### src/rtl/pipe_buffer.sv
// Elastic pipeline register between two pipeline stages. It holds up to DEPTH
// words and uses a valid/stall handshake on both sides. A synchronous flush
// empties it. Every output comes from a flop, so stall_o has no combinational
// path from stall_i.
module pipe_buffer #(
    parameter int unsigned WIDTH = 32,
    parameter int unsigned DEPTH = 2
) (
    input  logic                         clk,
    input  logic                         rst,
    input  logic                         v_i,
    input  logic [WIDTH-1:0]             data_i,
    output logic                         stall_o,
    output logic                         v_o,
    output logic [WIDTH-1:0]             data_o,
    input  logic                         stall_i,
    input  logic                         flush_i,
    output logic [$clog2(DEPTH+1)-1:0]   count_o
);

    localparam int unsigned PW    = (DEPTH > 1) ? $clog2(DEPTH) : 1;
    localparam int unsigned CW    = $clog2(DEPTH + 1);
    // Storage is padded to a power of two so the pointer width matches the
    // index width exactly. Pointers still wrap at DEPTH-1.
    localparam int unsigned SLOTS = 1 << PW;

    logic [WIDTH-1:0] mem_q [SLOTS];
    logic [WIDTH-1:0] mem_d [SLOTS];
    logic [PW-1:0]    wr_ptr_q, wr_ptr_d;
    logic [PW-1:0]    rd_ptr_q, rd_ptr_d;
    logic [CW-1:0]    count_q, count_d;
    logic             v_q, v_d;
    logic             stall_q, stall_d;
    logic [WIDTH-1:0] data_q, data_d;
    logic             push, pop;

    // Advance a pointer by one, returning to 0 after DEPTH-1.
    function automatic logic [PW-1:0] ptr_inc(input logic [PW-1:0] p);
        if (p == PW'(DEPTH - 1)) begin
            return '0;
        end
        return p + PW'(1);
    endfunction

    // Handshake, storage write, pointer/count update and next-cycle output decode.
    always_comb begin
        mem_d    = mem_q;
        wr_ptr_d = wr_ptr_q;
        rd_ptr_d = rd_ptr_q;
        count_d  = count_q;

        push = v_i & ~stall_q & ~flush_i;
        pop  = v_q & ~stall_i & ~flush_i;

        if (flush_i) begin
            wr_ptr_d = '0;
            rd_ptr_d = '0;
            count_d  = '0;
        end else begin
            if (push) begin
                mem_d[wr_ptr_q] = data_i;
                wr_ptr_d        = ptr_inc(wr_ptr_q);
            end
            if (pop) begin
                rd_ptr_d = ptr_inc(rd_ptr_q);
            end
            if (push && !pop) begin
                count_d = count_q + CW'(1);
            end else if (pop && !push) begin
                count_d = count_q - CW'(1);
            end
        end

        v_d     = (count_d != '0);
        stall_d = (count_d == CW'(DEPTH));
        data_d  = mem_d[rd_ptr_d];
    end

    // State and output registers with an asynchronous active-low clear.
    always_ff @(posedge clk or negedge rst) begin
        if (!rst) begin
            mem_q    <= '{default: '0};
            wr_ptr_q <= '0;
            rd_ptr_q <= '0;
            count_q  <= '0;
            v_q      <= 1'b0;
            stall_q  <= 1'b0;
            data_q   <= '0;
        end else begin
            mem_q    <= mem_d;
            wr_ptr_q <= wr_ptr_d;
            rd_ptr_q <= rd_ptr_d;
            count_q  <= count_d;
            v_q      <= v_d;
            stall_q  <= stall_d;
            data_q   <= data_d;
        end
    end

    assign stall_o = stall_q;
    assign v_o     = v_q;
    assign data_o  = data_q;
    assign count_o = count_q;

endmodule
### config.mk
export PLATFORM = sky130hd
export DESIGN_NAME = pipe_buffer
export DESIGN_NICKNAME = d
export VERILOG_FILES = /design/src/rtl/pipe_buffer.sv
export SDC_FILE = /design/constraint.sdc
export NUM_CORES = 1
export LEC_CHECK = 0
export ABC_AREA = 1
export CAP_MARGIN = 10
export CELL_PAD_IN_SITES_DETAIL_PLACEMENT = 1
export CELL_PAD_IN_SITES_GLOBAL_PLACEMENT = 2
export CORE_MARGIN = 4
export CORE_UTILIZATION = 35
export CTS_CLUSTER_DIAMETER = 50
export DETAILED_ROUTE_END_ITERATION = 7
export GPL_TIMING_DRIVEN = 0
export PLACE_DENSITY = 0.88
export SYNTH_ARGS = -nofsm -noshare
export SYNTH_HDL_FRONTEND = slang
export SYNTH_SLANG_ARGS = --single-unit
### constraint.sdc
create_clock -name clk -period 3.75 [get_ports clk]
set_input_delay 0.5625 -clock clk [delete_from_list [all_inputs] [get_ports clk]]
set_output_delay 0.5625 -clock clk [all_outputs]
set_load 0.005 [all_outputs]
After elaboration in Yosys (flattened, before gate mapping)
Index checks and enable logic that the tools add are counted.
Word-level totals
  bits in registers: 102
  input port bits: 37
  output and inout port bits: 36
  word-level logic and storage cells: 57
Operators by class
  add/subtract/negate cells: 4
  magnitude comparators: 3
  equal/unequal tests: 1
  mux-type cells: 25
  bitwise logic cells: 9
  reductions and logical operators: 7
Operators with widths (number)
  32-bit 2-to-1 mux: 4
  64-bit 2-to-1 mux: 2
  64-bit bitwise mux: 1
  32-bit demux with 1-bit select: 1
  1-bit 2-to-1 mux: 14
  2-bit 2-to-1 mux: 3
  1-bit AND: 4
  2-bit >= comparator (second input constant): 2
  1-bit NOT with 2-bit output: 2
  2-bit nonzero test: 2
  1-bit logical AND: 3
  1-bit NOT: 3
  1-bit adder (second input constant): 2
  2-bit by 1-bit adder with 2-bit output (second input constant): 1
  2-bit equality test (second input constant): 1
  1-bit logical NOT: 2
  2-bit by 1-bit < comparator with 1-bit output (second input constant): 1
  2-bit by 1-bit subtractor with 2-bit output (second input constant): 1

Longest topological paths before layout
Gate-level depths: netlist (run 1).
  word-level depth: 12
  mapped depth: 10

Least setup slack after synthesis (run 1)
Ideal clock, no wire load.
  kind: input -> register
  start: input port flush_i
  end: register data_q[2], in the netlist data_o[2]
  setup time: 0.123 ns
  arrival time: 1.381 ns
  required time: 3.627 ns
  setup slack: 2.246 ns
  cell stages on the path: 9
  cells stage by stage: buf_4 -> nor2_2 -> nand2_1 -> buf_6 -> buf_6 -> nand2_1 -> o21ai_1 -> o21ai_0 -> nand2_1
RTL lines
  from (decl): line 17  | input logic flush_i,
  to (signal assigned): line 96  | data_q <= data_d;
  to (decl): line 34  | logic [WIDTH-1:0] data_q, data_d;

Worst setup path after layout (run 1)
  start: input port stall_i
  end: register data_q[14], in the netlist data_o[14]
On the way
  cells in the longest elaborated chain, start to end: 9
RTL lines
  from (decl): line 16  | input logic stall_i,
  1-bit NOT: line 53  | pop = v_q & ~stall_i & ~flush_i;
  1-bit AND (2 in a row): line 53
  1-bit 2-to-1 mux: line 64  | if (pop) begin
  1-bit 2-to-1 mux: line 55  | if (flush_i) begin
  1-bit NOT with 2-bit output (implied by the code): line 76  | data_d = mem_d[rd_ptr_d];
  32-bit 2-to-1 mux (implied by the code) (3 in a row): line 76
  via data_d[14]: line 34
The timed path passes the listed nets, and every way through them passes these cells. The select of a mux whose other input is x is not followed.
A chain may end at the register's enable or synchronous reset.

==> results.yml, run 1 <==
timing:
  setup_slack_ps: 1650
  hold_slack_ps: 252
  min_period_ps: 2100
  setup_viol: 0
  setup_tns_ps: 0
  hold_violations: 0
  worst_pin_slew_ps: 681
  skew_ps: 5.98
  max_freq_mhz: 476
  slew_headroom_pct: 54.6
  period_share_pct: 56.1
  rsz0062_at_grt: "no"
  finalMaxSlewViolations: 0
logic_synthesis:
  yosys_warnings: 0
  synth_top_cell_by_area: "dfrtp_1"
  syn_area_um2: 4060
  synth-seq-cells: 102
  syn_inst: 417
  synth.top_cell.area_share_pct: 62.9
  synth.net_count: 454
  synthTopCellsByArea: "dfrtp_1, nand2_1, o21ai_0"
  synthDistinctLibCells: 19
  yosysSeqAreaShare_pct: 62.9
  synth_area_per_cell_um2: 9.73
critical_path:
  required_ps: 3960
  worstSetupPathType: "input port to flop"
  crit_arrival_ps: 2320
  start_kind: "input port"
  endpoint_kind: "flop"
  crit_top_cell: "nand2_1"
  timing.critical_path.cells: "clkdlybuf4s50_1 -> inv_1 -> nand2_2 -> xor2_1 -> nor2_2 -> clkbuf_1 -> nand2_1 -> nand2_1"
  slowest_delay_ps: 480
  cpMaxStageDelayCell: "clkdlybuf4s50_1"
  cp_max_fo: 10
grt:
  grt_max_degree: 54
  grt_usage_pct: 16.6
  grt_pass1_vias: 3484
  grt_pass1_wl_um: 17400
  grt_remaining_overflow: 0
  antenna_found_initial: 0
placed_design:
  hpwl_um: 6690
  dpl_cell_area_um2: 4970
  portBuffers: 71
  post-place-ws_ps: 1260
  gp_congestion: 0.726
pwr:
  ir_drop_v: 0.000234
  leakagePower_nw: 2.58
  cellPowerDensity_nw_per_um2: 601
  total_power_mw: 3.18
clock_network:
  htreeDepth: 3
  root_buffer: "clkbuf_16"
  cts_resized: 0
  clkTransAtPathRegs_ps: 60
  cts_buffers: 9
  cts.sinks: 102
  clock_latency_ps: 340
  post-cts-setup-buffers: 0
  cts_tree: "built"
  cts_buffer_depth: 2
  ctsHoldBuffers: 0
flow_run:
  drv_cap: 0
final_layout:
  area_delta_synth_final_pct: 30.5
  antenna_cells: 0
  fin_nets: 537
  stdcell_area_um2: 5290
  layout-drive-gt1-share_pct: 11.7
drt:
  vias: 3088
  vias_per_cell: 4.77
  initialDrtViolationCount: 102
  wl_um: 10200
  wire_per_inst_um: 15.7
  drc_errors: 0
  postRouteAntennaNets: 0
  dr.pass1.iters: 4
die:
  ioPinCount: 73
  core_um2: 11400
  die_h_um: 116
  die-area_um2: 13400
  initial_core_util_pct: 35.7
  rows: 39
  die_x_um: 116
status:
  status: "completed"
worst_hold_path:
  hold_class: "input port to async pin"
Yosys cell counts:
master    number
nand2_1      138
dfrtp_1      102
inv_1         39
o21ai_0       38
o21ai_1       38
o21ai_2       20
buf_6          9
clkbuf_1       8
nand3_1        7
buf_2          5
nor2_1         3
nand2_2        2
nor2_2         2
buf_4          1
clkinv_4       1
inv_2          1
nand4_1        1
nand4_4        1
xor2_1         1
report_power, final:
| group | internal (mW) | leakage, nW | switching, mW |
|---|---|---|---|
| Combinational | 0.344 | 1.14 | 0.374 |
| Clock | 0.615 | 0.161 | 0.389 |
| Sequential | 1.37 | 1.28 | 0.0850 |
sequential cells by signal (all words and copies together) (netlist names):
| name | count |
|---|---|
| count_o | 2 |
| data_o | 32 |
| mem_q | 64 |
| rd_ptr_q | 1 |
| stall_o | 1 |
| v_o | 1 |
| wr_ptr_q | 1 |
stage by stage:
step                utilization [%]  instances
floorplan                         -        417
global placement               43.5        631
detailed placement             43.7        632
CTS                            46.6        647
global route                   46.6        647
finish                         46.6        647
cell type report:
class,instances,area (um^2)
inverter,41,159
fill,1323,6080
timing repair buffer,72,736
buffer,23,164
clock buffer,11,253
multi-input combinational,251,1180
sequential,102,2550
tap,143,179
clock inverter,4,70.1
placed cells by master, fill, tap and decap left out:
cell type / Yosys / layout
buf_16: 0 / 1
buf_2: 5 / 5
buf_4: 1 / 2
buf_6: 9 / 9
bufinv_16: 0 / 2
clkbuf_1: 8 / 8
clkbuf_16: 0 / 9
clkbuf_8: 0 / 2
clkdlybuf4s50_1: 0 / 70
clkinv_2: 0 / 2
clkinv_4: 1 / 1
dfrtp_1: 102 / 102
inv_1: 39 / 39
inv_2: 1 / 1
nand2_1: 138 / 138
nand2_2: 2 / 2
nand3_1: 7 / 7
nand4_1: 1 / 1
nand4_4: 1 / 1
nor2_1: 3 / 3
nor2_2: 2 / 2
o21ai_0: 38 / 38
o21ai_1: 38 / 38
o21ai_2: 20 / 20
xor2_1: 1 / 1
metal layers:
metal	GRT usage [%]	wire, um	vias up
li1	-	-	1485
met1	22.0	4580	1544
met2	27.5	5060	51
met3	3.60	394	8
met4	5.26	118	0
met5	0	0	-
cells by family after synthesis:
kind of cell / count (synthesis) / synth area share (%)
flip-flops: 102 / 62.9
buffers and inverters: 64 / 7.96
AND/OR/NAND/NOR: 154 / 15.2
AO/OA/AOI/OAI: 96 / 13.7
XOR/XNOR: 1 / 0.216
worst paths after layout:
kind,to,slack [ps],start,depth (start not counted)
worst max register to register,data_o[14],1980,v_o,6
worst min-delay path,count_o[1],250,rst,1
worst min register to register,mem_q[51],470,mem_q[51],2
min in group clk,mem_q[51],470,mem_q[51],2
max in group asynchronous,data_o[29],2820,rst,2
worst max-delay path,data_o[14],1650,stall_i,8
worst max-delay path: cells and delay by family:
family | cells | cell delay (ps)
buf+inv | 3 | 840
simple gates | 4 | 470
xor+xnor | 1 | 440
Note: power is estimated with default switching activity, not from simulation.
==> run 2: changes to the inputs <==
--- a/config.mk
+++ b/config.mk
@@ -10,11 +10,11 @@
 export CELL_PAD_IN_SITES_DETAIL_PLACEMENT = 1
 export CELL_PAD_IN_SITES_GLOBAL_PLACEMENT = 2
 export CORE_MARGIN = 4
-export CORE_UTILIZATION = 35
+export CORE_UTILIZATION = 29
 export CTS_CLUSTER_DIAMETER = 50
 export DETAILED_ROUTE_END_ITERATION = 7
 export GPL_TIMING_DRIVEN = 0
-export PLACE_DENSITY = 0.88
+export PLACE_DENSITY = 0.78
 export SYNTH_ARGS = -nofsm -noshare
 export SYNTH_HDL_FRONTEND = slang
 export SYNTH_SLANG_ARGS = --single-unit
==> constraint.sdc (replaced) <==
create_clock -name clk -period 1.9 [get_ports clk]
set_input_delay 0.285 -clock clk [delete_from_list [all_inputs] [get_ports clk]]
set_output_delay 0.285 -clock clk [all_outputs]
set_load 0.005 [all_outputs]
==> results.yml, run 2 (synthesis results as in run 1) <==
die:
  rows: 42
  die_h_um: 126
  core_um2: 13500
  die-area_um2: 15900
  ioPinCount: 73
  die_x_um: 126
  initial_core_util_pct: 30.2
grt:
  grt_pass1_vias: 3596
  grt_pass1_wl_um: 17800
  grt_max_degree: 58
  antenna_found_initial: 0
  grt_usage_pct: 13.8
  grt_remaining_overflow: 0
clock_network:
  root_buffer: "clkbuf_16"
  clkTransAtPathRegs_ps: 60
  cts.sinks: 102
  cts_buffers: 9
  cts_tree: "built"
  cts_buffer_depth: 2
  htreeDepth: 3
  post-cts-setup-buffers: 0
  clock_latency_ps: 340
drt:
  drc_errors: 0
  postRouteAntennaNets: 0
  initialDrtViolationCount: 122
  route.met2.wl_um: 4920
  top_layer: "met4"
  met1Wirelength_um: 4950
  wl_um: 10400
  vias: 3074
  vias_per_cell: 4.51
  dr.pass1.iters: 4
  met3_length_um: 357
  wire_per_inst_um: 15.2
timing:
  setup_viol: 0
  hold_violations: 0
  period_share_pct: 90.1
  max_freq_mhz: 584
  finalMaxSlewViolations: 0
  worst_pin_slew_ps: 636
  skew_ps: 6.48
  rsz0062_at_grt: "no"
  slew_headroom_pct: 57.6
  min_period_ps: 1710
critical_path:
  path_buf_inv: 3
  cp_max_fo: 10
  worstSetupPathType: "input port to flop"
  required_ps: 2170
  crit_arrival_ps: 1980
  crit_top_cell: "nand2_1"
  cpMaxStageDelayCell: "clkbuf_1"
  critPathTopFamily: "buffers and inverters"
  endpoint_kind: "flop"
  start_kind: "input port"
  timing.critical_path.cells: "clkdlybuf4s50_1 -> inv_1 -> nand2_2 -> xor2_2 -> nor2_2 -> clkbuf_1 -> nand2_1 -> nand2_1"
  slowest_delay_ps: 490
placed_design:
  dpl_cell_area_um2: 5010
  portBuffers: 71
  gp_congestion: 0.692
  hpwl_um: 6940
  dp.cells: 665
pwr:
  p_comb_share_pct: 23.6
  leakagePower_nw: 2.56
  p_seq_share_pct: 48.0
  ir_drop_v: 0.000391
  switching_share_pct: 27.5
  pwr-share-clk_pct: 28.4
  internal-power_mw: 4.35
  power_switching_mw: 1.65
  total_power_mw: 5.99
  cellPowerDensity_nw_per_um2: 1130
final_layout:
  stdcell_area_um2: 5300
  layout-drive-gt1-share_pct: 11.3
  area_delta_synth_final_pct: 30.6
  top_register: "mem_q"
  antenna_cells: 0
  layout_commonest_cell: "nand2_1"
  largest_register_ffs: 64
  area.sequential_um2: 2550
  instances_no_fill: 681
  final_cell_mix: "nand2_1, dfrtp_1, clkdlybuf4s50_1, inv_1"
  num-fill-cells: 1573
  fin_nets: 538
  multi_input_area_um2: 1190
status:
  status: "completed"
flow_run:
  drv_cap: 0
worst_hold_path:
  hold_class: "input port to flop"
## run 2: cell count changes in the layout (fill, tap and decap cells not counted), sizes merged
cell / previous run / this run
clkbuf: 19 / 22
dlygate4sd3: 0 / 1
bufinv: 2 / 0
clkinv: 3 / 2
## run 2: final timing paths
check	cells past startpoint	slack (ps)	startpoint	endpoint
worst max-delay path	8	190	stall_i	data_o[12]
worst min-delay path	3	320	flush_i	data_o[31]
worst max register to register	6	230	v_o	data_o[12]
worst min register to register	2	470	mem_q[48]	mem_q[48]
max in group asynchronous	3	700	rst	mem_q[26]
min in group asynchronous	2	510	rst	data_o[8]
## run 2: routing by layer
layer / global-route usage [%] / vias up
met1: 17.9 / 1521
met3: 3.18 / 13
met5: 0 / -
met4: 4.10 / 0
li1: - / 1482
met2: 23.1 / 58
## run 2: worst min-delay path, cell delays in order
cell and delay, ps:
buf_4 160, o21ai_0 110, nand2_1 70
## run 2: power by group through the flow
stage	clock network, mW	registers (mW)	logic (mW)
after floorplan	0	2.90	0.693
after global placement	0	2.90	1.38
after detailed placement	0	2.92	1.44
after CTS	1.77	2.88	1.45
after global routing	1.85	2.93	1.61
final	1.70	2.88	1.42
## run 2: repair_timing
item,4_1_cts,5_1_grt
hold buffers,1,0
setup endpoints to repair,0,25
hold endpoints to repair,32,0
resized for setup,0,1
## run 2: area by class of cell
class                   instances  area share, %
plain buffers                  23           3.09
clock buffers                  14           4.98
clock inverters                 1         0.0945
inverters                      41           3.00
multi-input cells             251           22.4
flip-flops and latches        102           48.2
well taps                     176           4.16
repair buffers                 73           14.1
## run 2: through the flow
stage | hold WS (ps) | setup TNS (ps) | utilization, % | worst slack, ps
after floorplan | -10.6 | 0 | - | 578
after global placement | 450 | -352130 | 37.1 | -3400
after detailed placement | 352 | -7410 | 37.3 | -302
after CTS | 313 | 0 | 39.3 | 55.0
after global routing | 353 | 0 | 39.4 | 1.70
final | 317 | 0 | 39.4 | 187
==> run 3: changes to the inputs <==
--- a/config.mk
+++ b/config.mk
@@ -10,11 +10,12 @@
 export CELL_PAD_IN_SITES_DETAIL_PLACEMENT = 1
 export CELL_PAD_IN_SITES_GLOBAL_PLACEMENT = 2
 export CORE_MARGIN = 4
-export CORE_UTILIZATION = 29
+export CORE_UTILIZATION = 35
 export CTS_CLUSTER_DIAMETER = 50
 export DETAILED_ROUTE_END_ITERATION = 7
+export DONT_BUFFER_PORTS = 1
 export GPL_TIMING_DRIVEN = 0
-export PLACE_DENSITY = 0.78
+export PLACE_DENSITY = 0.77
 export SYNTH_ARGS = -nofsm -noshare
 export SYNTH_HDL_FRONTEND = slang
 export SYNTH_SLANG_ARGS = --single-unit
==> results.yml, run 3 (synthesis results as in run 1) <==
status:
  status: "finished with violations"
  violations: "hold timing"
critical_path:
  cpMaxStageDelayCell: "clkbuf_1"
  timing.critical_path.cells: "nand2_2 -> xor2_2 -> clkbuf_1 -> o21ai_1 -> nand2_1"
  start_kind: "flop"
  crit_arrival_ps: 1910
  cp_max_fo: 10
  endpoint_kind: "flop"
  slowest_delay_ps: 520
  required_ps: 2180
  path_buf_inv: 1
  critPathTopFamily: "buffers and inverters"
  worstSetupPathType: "flop to flop"
die:
  ioPinCount: 73
  die-area_um2: 13400
  core_um2: 11400
  die_x_um: 116
  die_h_um: 116
  rows: 39
  initial_core_util_pct: 35.7
drt:
  vias_per_cell: 4.81
  wire_per_inst_um: 16.7
  postRouteAntennaNets: 0
  wl_um: 9610
  drc_errors: 0
  initialDrtViolationCount: 114
  dr.pass1.iters: 4
  vias: 2769
clock_network:
  cts.sinks: 102
  htreeDepth: 3
  cts_tree: "built"
  root_buffer: "clkbuf_16"
  clkTransAtPathRegs_ps: 70
  clock_latency_ps: 350
  cts_buffers: 9
  cts_buffer_depth: 2
final_layout:
  layout-drive-gt1-share_pct: 14.1
  final_cell_mix: "nand2_1, dfrtp_1, inv_1, o21ai_1, o21ai_0"
  fin_nets: 465
  layout_commonest_cell: "nand2_1"
  antenna_cells: 0
  largest_register_ffs: 64
  top_register: "mem_q"
  area_delta_synth_final_pct: 12.6
grt:
  grt_remaining_overflow: 0
  grt_pass1_vias: 2954
  grt_usage_pct: 15.8
  grt_max_degree: 103
  antenna_found_initial: 0
  grt_pass1_wl_um: 15900
worst_hold_path:
  hold_class: "input port to async pin"
timing:
  hold_violations: 102
  period_share_pct: 85.8
  hold_slack_ps: -371
  slew_headroom_pct: 59.0
  skew_ps: 4.03
  rsz0062_at_grt: "no"
  min_period_ps: 1630
  max_freq_mhz: 613
  setup_viol: 0
  setup_tns_ps: 0
  worst_pin_slew_ps: 616
  finalMaxSlewViolations: 0
pwr:
  total_power_mw: 5.77
  leakagePower_nw: 2.31
  cellPowerDensity_nw_per_um2: 1260
  ir_drop_v: 0.000526
flow_run:
  drv_cap: 0
placed_design:
  gp_congestion: 0.701
  hpwl_um: 6250
  portBuffers: 0
run 3: cell count changes in the layout (fill, tap and decap cells not counted), sizes merged:
cell | previous run | this run
clkdlybuf4s50 | 70 | 0
buf | 17 | 15
bufinv | 0 | 1
clkbuf | 22 | 21
clkinv | 2 | 3
dlygate4sd3 | 1 | 0
run 3: power breakdown:
part	switching, mW	internal [mW]
combinational	0.587	0.316
clock	0.789	1.16
sequential	0.203	2.71
total	1.58	4.19
run 3: metrics by stage:
| step | instance area (um^2) | setup WS, ps | std cells | util, % | hold WS [ps] |
|---|---|---|---|---|---|
| final | 4570 | 270 | 576 | 40.2 | -371 |
| after global placement | 4240 | 64.8 | 560 | 37.3 | -7.77 |
| after floorplan | 4060 | 578 | 417 | - | -10.6 |
| after global routing | 4570 | 114 | 576 | 40.2 | -392 |
| after CTS | 4560 | 45.3 | 576 | 40.1 | -387 |
| after detailed placement | 4240 | 58.4 | 560 | 37.3 | -8.00 |
run 3: final timing paths:
path | from | end | slack [ps] | cells after the start
max | v_o | data_o[17] | 270 | 5
min | rst | data_o[18] | -370 | 0
min reg2reg | mem_q[52] | mem_q[52] | 460 | 2
min in group clk | data_i[21] | mem_q[53] | 110 | 2
max in group asynchronous | rst | data_o[8] | 2130 | 0
max reg2reg | v_o | data_o[17] | 270 | 5
run 3: layer usage:
metal | vias up | GRT usage (%) | routed length, um
met1 | 1363 | 21.4 | 4600
met4 | 0 | 6.03 | 172
met3 | 13 | 4.49 | 394
met5 | - | 0 | 0
met2 | 53 | 24.3 | 4440
li1 | 1340 | - | -
run 3: final cells by class:
class	count	area, um^2
clock buffer	13	280
fill	1306	6800
sequential	102	2550
tap	143	179
buffer	23	166
multi-input combinational	251	1190
clock inverter	3	40.0
inverter	41	159
run 3: repair_timing:
action                     CTS  global route
setup endpoints to repair    0            17
setup buffers                0             0
resized for setup            0             5
hold endpoints to repair   102           102
==> RTL change, RTL diff (flow settings as in run 3) <==
Change the parameter `WIDTH` from 32 to 64.
--- a/src/rtl/pipe_buffer.sv
+++ b/src/rtl/pipe_buffer.sv
@@ -3,7 +3,7 @@
 // empties it. Every output comes from a flop, so stall_o has no combinational
 // path from stall_i.
 module pipe_buffer #(
-    parameter int unsigned WIDTH = 32,
+    parameter int unsigned WIDTH = 64,
     parameter int unsigned DEPTH = 2
 ) (
     input  logic                         clk,
Interface: changed (resized data_i and data_o); port bits go from 73 to 137. The function was not compared with the original's and may differ.
==> RTL change against run 3 <==
  * The flow still finishes with violations (hold timing)
  * Global-route usage grew 1.3 points
  * Final cell count grew 92%
  * Worst setup slack lost 86 ps
  * Sequential cell count grew 96
  * Clock power grew 89%
  * Wire length grew 110%
  * Final area grew 90%
  * Area after synthesis grew 91%
  * Synthesized cell count grew 91%
  * Critical path depth grew 1
  * Total power grew 95%
  * Critical path type unchanged
==> RTL change: results (changes against run 3) <==
| Metric | Value |
|---|---|
| Outcome | finished, violations left (unchanged) |
| Violated checks | hold timing (unchanged) |
| Fill count | 2502 (was 1306) |
| Syn_nets | 864 (was 454) |
| Max Root-Sink Buffers | 2 (unchanged) |
| Final WL | 20500 um (was 9610 um) |
| VDD IR max | 0.519 mV (was 0.526 mV) |
| Reg2Reg Launch Point | v_o$_DFF_PN0_ (unchanged) |
| Clk pin slew, worst setup/hold paths | 70 ps (about the same) |
| Synth Area in Compound Gates | 14.6% (was 13.7%) |
| Synth async-reset ratio | 100% (unchanged) |
| Number of antenna violations at the first check in global routing | 0 (unchanged) |
| Initial DRC Count | 245 (was 114) |
| Sequential area share after synthesis | 64.0% (was 62.9%) |
| H-tree depth | 4 (was 3) |
| Worst R2R Setup Slack | 180 ps (was 270 ps) |
| Layout cells sized above 1 | 14.1% (about the same) |
| Vias per cell | 4.91 (was 4.81) |
| GP Congestion | 0.811 (was 0.701) |
| First-pass GRT wire length | 33200 um (was 15900 um) |
| Largest register FFs | 128 (was 64) |
| Hold Slack | -457 ps (was -371 ps) |
| Port bufs | 0 (unchanged) |
| Final Hold Viols | 198 (was 102) |
| Area contributors post-synth | dfrtp_1, nand2_1, o21ai_1 (was dfrtp_1, nand2_1, o21ai_0) |
| TritonRoute pass-1 iters | 4 (unchanged) |
| Slew HR | 64.2% (was 59.0%) |
| Mux cell area share after synthesis | 0% (unchanged) |
| Crit path DAT | 2080 ps (was 1910 ps) |
| CP Max Fanout | 10 (unchanged) |
| Ys Warns | 0 (unchanged) |
| Vias in the first global route | 6141 (was 2954) |
| Netlist cell types | 18 (was 19) |
| Fin nets | 883 (was 465) |
| Worst R2R Path Depth | 6 (was 5) |
| Clock latency on the worst-skew pair | 430 ps (was 350 ps) |
| HP Class | input port to async pin (unchanged) |
| CTS Buf Count | 17 (was 9) |
| Static Leak | 4.38 nW (was 2.31 nW) |
| Worst Skew | 8.18 ps (was 4.03 ps) |
| Reg2reg end | data_o[58]$_DFF_PN0_ (was data_o[17]$_DFF_PN0_) |
| Top reg by flops | mem_q (unchanged) |
| Post-Synth XOR/XNOR Area | 0.113% (was 0.216%) |
| Final HPWL DP | 13600 um (was 6250 um) |
| ANT cells | 0 (unchanged) |
| Largest net degree at the start of global routing | 199 (was 103) |
| GRT Util Overall | 17.1% (was 15.8%) |
| Commonest cells in the netlist | nand2_1, dfrtp_1, o21ai_1 (was nand2_1, dfrtp_1, inv_1) |
| Main synth FF type | dfrtp_1 (unchanged) |
| Adder-cell share of the synthesized area | 0% (unchanged) |
| CTS root buffer | clkbuf_16 (unchanged) |
==> RTL change: cell types whose count changed after synthesis, sizes merged <==
cell and delta:
clkinv -1, o21ai +96, clkbuf +6, inv +33
dfrtp +96, nand2 +128, buf +20
==> RTL change: kinds of logic after synthesis <==
| logic type | count (synthesis) |
|---|---|
| DFF | 198 |
| AOI/OAI and AO/OA | 192 |
| and+or+nand+nor | 282 |
| xor gates and xnor gates | 1 |
| buffers and inverters | 122 |
==> RTL change: metrics by stage <==
stage	setup WS (ps)	instance area [um^2]	hold slack [ps]	std cells	utilization, %
2_1_floorplan	556	7740	-10.6	795	-
3_3_place_gp	202	8090	-2.48	1075	37.1
3_5_place_dp	84.4	8090	-3.54	1075	37.1
4_1_cts	69.2	8690	-479	1107	39.8
5_1_grt	27.3	8690	-488	1107	39.8
6_report	184	8690	-457	1107	39.8
==> RTL change: worst max path at each step <==
stage	startpoint	to
2_1_floorplan	stall_o$_DFF_PN0_	data_o[31]$_DFF_PN0_
3_3_place_gp	v_o$_DFF_PN0_	data_o[23]$_DFF_PN0_
3_5_place_dp	v_o$_DFF_PN0_	data_o[23]$_DFF_PN0_
4_1_cts	v_o$_DFF_PN0_	data_o[23]$_DFF_PN0_
5_1_grt	v_o$_DFF_PN0_	data_o[48]$_DFF_PN0_
6_report	v_o$_DFF_PN0_	data_o[58]$_DFF_PN0_
==> RTL change: report_power, final <==
group / internal (mW) / leakage, nW / switching [mW] / total (mW)
clock: 2.06 / 0.292 / 1.63 / 3.69
sequential: 5.29 / 2.48 / 0.415 / 5.70
combinational: 0.630 / 1.61 / 1.20 / 1.83
total: 7.98 / 4.38 / 3.25 / 11.2
==> RTL change: what timing repair did <==
| item | 4_1_cts | 5_1_grt |
|---|---|---|
| endpoints found under the hold margin | 198 | 198 |
| buffers inserted | 0 | 0 |
| setup endpoints to repair | 0 | 1 |
| resized for setup | 0 | 2 |
==> RTL change: worst max-delay path, stage by stage (launching register included) <==
cell and delay (ps):
dfrtp_1 420, nand2_2 110, xor2_1 200, buf_4 230, clkbuf_1 440, o21ai_0 160
nand2_1 110
==> RTL change: layout make-up <==
type	count	area, um^2	share of cell area, %
sequential	198	4950	57.0
multi-input combinational	475	2220	25.6
clock buffer	22	474	5.46
tap	280	350	4.03
buffer	49	290	3.34
inverter	73	274	3.15
clock inverter	10	120	1.38
==> RTL change: layer usage <==
layer / part of all wire [%] / GRT usage (%)
met4: 1.0 / 4.42
met3: 3.7 / 4.37
met1: 46 / 22.4
met2: 50 / 28.6
met5: 0 / 0
